File: config.mk
export PLATFORM = sky130hd
export DESIGN_NAME = gray_seq_tx
export DESIGN_NICKNAME = d
export VERILOG_FILES = /design/src/rtl/gray_pkg.sv /design/src/rtl/gray_enc.sv /design/src/rtl/gray_seq_tx.sv
export SDC_FILE = /design/constraint.sdc
export NUM_CORES = 1
export LEC_CHECK = 0
export ABC_AREA = 1
export ABC_CLOCK_PERIOD_IN_PS = 4440
export BUFFER_PORTS_ARGS = -buffer_cell sky130_fd_sc_hd__buf_2
export CAP_MARGIN = 40
export CORE_AREA = 3 3 40 42
export DETAILED_ROUTE_END_ITERATION = 6
export DIE_AREA = 0 0 43 45
export PLACE_DENSITY = 0.86
export SETUP_SLACK_MARGIN = 0.1
export SYNTH_ARGS = -nofsm -noshare
export SYNTH_HDL_FRONTEND = slang
export SYNTH_SLANG_ARGS = --single-unit
File: constraint.sdc
create_clock -name clk -period 4.44 [get_ports clk]
set_input_delay 0.666 -clock clk [delete_from_list [all_inputs] [get_ports clk]]
set_output_delay 0.666 -clock clk [all_outputs]
set_load 0.01 [all_outputs]
File: src/rtl/gray_pkg.sv
// Shared types and helpers for the Gray-code sequence transmitter.
package gray_pkg;

  localparam int DEF_W = 4;

  typedef enum logic [0:0] {
    IDLE  = 1'b0,
    COUNT = 1'b1
  } state_t;

  // Fixed-width reference encoder; gray_enc provides the width-parameterised version.
  function automatic logic [DEF_W-1:0] bin2gray(input logic [DEF_W-1:0] bin);
    return bin ^ (bin >> 1'b1);
  endfunction

endpackage

File: src/rtl/gray_enc.sv
// Combinational binary-to-Gray encoder of parameterised width.
module gray_enc
  import gray_pkg::*;
#(
  parameter int W = DEF_W
) (
  input  logic [W-1:0] bin_i,
  output logic [W-1:0] gray_o
);

  assign gray_o = bin_i ^ (bin_i >> 1'b1);

endmodule

File: src/rtl/gray_seq_tx.sv
// Streaming Gray-code transmitter with load, up/down stepping and one-shot/wrap modes.
// Optional parity output enabled by defining GRAY_PARITY_EN.
module gray_seq_tx
  import gray_pkg::*;
#(
  parameter int W        = DEF_W,
  parameter bit ONE_SHOT = 1'b0
) (
  input  logic         clk,
  input  logic         rst,
  input  logic         load,
  input  logic [W-1:0] load_val,
  input  logic         start,
  input  logic         stop,
  input  logic         dir,
  output logic         out_valid,
  input  logic         out_ready,
  output logic [W-1:0] gray_out,
  output logic [W-1:0] bin_out,
  output logic         wrap,
  output logic         done
`ifdef GRAY_PARITY_EN
  ,
  output logic         parity
`endif
);

  localparam logic [W-1:0] BIN_ZERO = {W{1'b0}};
  localparam logic [W-1:0] BIN_MAX  = {W{1'b1}};
  localparam logic [W-1:0] BIN_ONE  = {{(W-1){1'b0}}, 1'b1};

  state_t         state_q, state_d;
  logic [W-1:0]   bin_q, bin_d;
  logic [W-1:0]   gray_q, gray_d;
  logic           valid_q, valid_d;
  logic           wrap_q, wrap_d;
  logic           done_q, done_d;
  logic           beat_s;
  logic           terminal_s;
  logic [W-1:0]   step_s;

  assign beat_s     = valid_q & out_ready;
  assign terminal_s = dir ? (bin_q == BIN_ZERO) : (bin_q == BIN_MAX);
  assign step_s     = dir ? (bin_q - BIN_ONE) : (bin_q + BIN_ONE);

  // Encoding the next count keeps gray_out aligned with bin_out on the same edge.
  gray_enc #(.W(W)) u_enc (
    .bin_i  (bin_d),
    .gray_o (gray_d)
  );

  always_comb begin
    state_d = state_q;
    bin_d   = bin_q;
    valid_d = valid_q;
    wrap_d  = 1'b0;
    done_d  = 1'b0;
    case (state_q)
      IDLE: begin
        valid_d = 1'b0;
        if (load) begin
          bin_d = load_val;
        end else begin
          bin_d = bin_q;
        end
        if (start) begin
          state_d = COUNT;
          valid_d = 1'b1;
        end else begin
          state_d = IDLE;
        end
      end
      COUNT: begin
        if (beat_s) begin
          bin_d  = step_s;
          wrap_d = terminal_s;
          if (ONE_SHOT && terminal_s) begin
            state_d = IDLE;
            valid_d = 1'b0;
            done_d  = 1'b1;
          end else begin
            state_d = COUNT;
          end
        end else begin
          bin_d = bin_q;
        end
        // A same-cycle beat has already advanced the counter above.
        if (stop) begin
          state_d = IDLE;
          valid_d = 1'b0;
        end else begin
          valid_d = valid_d;
        end
      end
      default: begin
        state_d = IDLE;
        valid_d = 1'b0;
      end
    endcase
  end

`ifdef GRAY_PARITY_EN
  logic parity_q;
  logic parity_d;

  assign parity_d = ^gray_d;
  assign parity   = parity_q;

  always_ff @(posedge clk or posedge rst) begin
    if (rst) begin
      parity_q <= 1'b0;
    end else begin
      parity_q <= parity_d;
    end
  end
`endif

  always_ff @(posedge clk or posedge rst) begin
    if (rst) begin
      state_q <= IDLE;
      bin_q   <= BIN_ZERO;
      gray_q  <= BIN_ZERO;
      valid_q <= 1'b0;
      wrap_q  <= 1'b0;
      done_q  <= 1'b0;
    end else begin
      state_q <= state_d;
      bin_q   <= bin_d;
      gray_q  <= gray_d;
      valid_q <= valid_d;
      wrap_q  <= wrap_d;
      done_q  <= done_d;
    end
  end

  assign out_valid = valid_q;
  assign bin_out   = bin_q;
  assign gray_out  = gray_q;
  assign wrap      = wrap_q;
  assign done      = done_q;

endmodule

==> flow_summary_export.csv <==
group,metric,value,unit
floorplanning,io_pins,22,
worst_setup_path,cp.required,4590,ps
floorplanning,fp.dieH,45,um
drt,dr.pass1.iters,4,
sta,setup_tns,0,ps
final_layout,multi_input_area,307,um2
global_route,grt_start_max_net_pins,11,
logic_synthesis,synth_fp_nets,91,
clock_network,cts-resized-gates,0,
clock_network,path_clk_slew,80,ps
global_route,gr-usage-all-layers,15.6,%
worst_setup_path,worstPathMaxFanout,6,
logic_synthesis,ys_seq_area_share,40.3,%
clock_network,htreeDepth,1,
worst_setup_path,crit_family,"adder cells",
floorplanning,start_util,48.3,%
min_path,hold_path_class,"in2async",
final_layout,diodes,0,
drt,vias,589,
logic_synthesis,synth_cells,77,
power,p_leak,0.424,nW
placed_design,placed_cell_area,724,um2
sta,finalHoldViolations,0,
worst_setup_path,path_class,"in2reg",
drt,totalWireLength,1400,um
clock_network,cts_root_buffer,"clkbuf_4",
logic_synthesis,ys_seq_elements,10,
worst_setup_path,critPathLaunchType,"input port",
worst_setup_path,crit_chain,"buf_2 -> inv_1 -> fa_1 -> nand2_1 -> o211ai_1 -> nand2_1 -> xor2_1",
power,p_per_area,506,nW/um2
clock_network,cts_setup_buffers,0,
clock_network,clk_latency,270,ps
worst_setup_path,critPathMaxStageDelay,550,ps
sta,rsz0062_at_grt,"no",
final_layout,nFillCells,120,
final_layout,fin_nets,114,
final_layout,stdcell_count,114,
floorplanning,die_area,1940,um2
sta,fin_crit_sh,39.3,%
clock_network,postCtsHoldBufs,0,
clock_network,cts.sinks,10,
drt,via_per_inst,5.17,
placed_design,dp_cells,110,
drt,detail_route.iter0.violations,7,
final_layout,final_cell_mix,"buf_2 (20), nand2_1 (18), inv_1 (12)",
sta,setup-violations-final,0,
placed_design,dpl.hpwl,1070,um
placed_design,port_buffers,20,
final_layout,register_area,250,um2
floorplanning,rows,13,
worst_setup_path,arrival,1890,ps
final_layout,final_area,761,um2
flow_run,cap_viol_max_count,0,
final_layout,area_growth,22.6,%
floorplanning,design.core.area,1280,um2
global_route,antenna_found_initial,0,
logic_synthesis,yosys_warnings,0,
run_status,status,"completed",
logic_synthesis,synthesis.area,621,um2
placed_design,gp_congestion,0.782,
sta,final_max_slew_viol_count,0,
sta,fmax,0.573,GHz
worst_setup_path,crit_top_cell,"nand2_1",
worst_setup_path,end_kind,"register",
global_route,grt_pass1_vias,556,
clock_network,clockBufferDepth,2,
floorplanning,die_w,43,um
drt,drt-wirelength-per-cell,12.3,um
global_route,grt_pass1_wl,2240,um
global_route,overflow,0,
worst_setup_path,path_buf_inv,2,
sta,clock_skew,8.80,ps
logic_synthesis,syn_avg_cell_area,8.06,um2
final_layout,drive_above_1_share,32.3,%
worst_setup_path,cp_slowest_cell,"fa_1",
drt,drc,0,
sta,period_minus_slack,1740,ps
clock_network,cts_buffers,3,
drt,ant_nets,0,
clock_network,cts_tree,"yes",
final_layout,layout_commonest_cell,"buf_2",
power,peakVddDrop,0.000329,V
logic_synthesis,ys_types,22,
-- synth_stat cells (all sizes together) --
cell / number / area share, %
xor2: 4 / 5.6
a31oi: 1 / 1.0
conb: 1 / 0.60
a21oi: 5 / 5.2
ha: 2 / 4.0
nand3: 4 / 3.2
or2: 2 / 2.0
dfrtp: 10 / 40
nand2: 21 / 15
o21ai: 4 / 3.2
buf: 2 / 2.4
o21a: 1 / 1.2
o22ai: 1 / 1.0
o211ai: 1 / 1.2
nor2: 1 / 0.60
inv: 13 / 7.9
fa: 1 / 3.2
nor3: 3 / 2.4
-- metal layers --
| layer | track usage [%] | part of all wire (%) |
|---|---|---|
| met4 | 5.42 | 0 |
| met3 | 3.59 | 8.3 |
| met5 | 0 | 0 |
| met2 | 28.1 | 51 |
| met1 | 18.2 | 41 |
-- state kept, by name (all words and copies together), names as in the netlist --
signal and cells:
bin_out 4, gray_out 3, state_q 1, out_valid 1, wrap 1
-- path summary, 6_finish.rpt --
path                       startpoint          end  slack, ps  cells after the start
hold / removal                    rst   bin_out[1]        350                      2
min in group clk            out_valid    out_valid        580                      2
max in group asynchronous         rst         wrap       3810                      2
hold reg to reg             out_valid    out_valid        580                      2
setup / recovery                  dir  gray_out[0]       2700                      7
setup reg to reg           bin_out[0]  gray_out[0]       2770                      6
-- kinds of logic after synthesis --
family / after synthesis / synth area share, %
compound gates: 13 / 12.9
xor+xnor: 4 / 5.64
fa+ha+maj: 3 / 7.26
buf+inv: 15 / 10.3
flops: 10 / 40.3
other cells: 1 / 0.604
simple gates: 31 / 23.0
-- through the flow --
stage	worst slack [ps]	power (mW)	hold WS, ps	util (%)
after floorplan	2690	0.248	506	-
after global placement	2480	0.294	560	56.4
after detailed placement	2430	0.300	568	56.4
after CTS	2700	0.386	373	59.2
after global routing	2630	0.413	379	59.2
final	2700	0.385	354	59.2
-- final cells by class --
| cell class | instances | share of cell area [%] |
|---|---|---|
| clock buffers | 4 | 4.77 |
| flip-flops and latches | 10 | 32.9 |
| repair buffers | 20 | 13.2 |
| inverters | 13 | 6.41 |
| well taps | 15 | 2.47 |
| multi-input cells | 52 | 40.3 |
-- power breakdown --
group | leakage (nW) | switching, mW | internal, mW | total (mW)
registers | 0.121 | 0.0246 | 0.117 | 0.142
clock network | 0.0210 | 0.0351 | 0.0498 | 0.0849
logic | 0.282 | 0.0933 | 0.0650 | 0.158
total | 0.424 | 0.153 | 0.232 | 0.385
No activity file was read; power rests on OpenSTA's default activity.
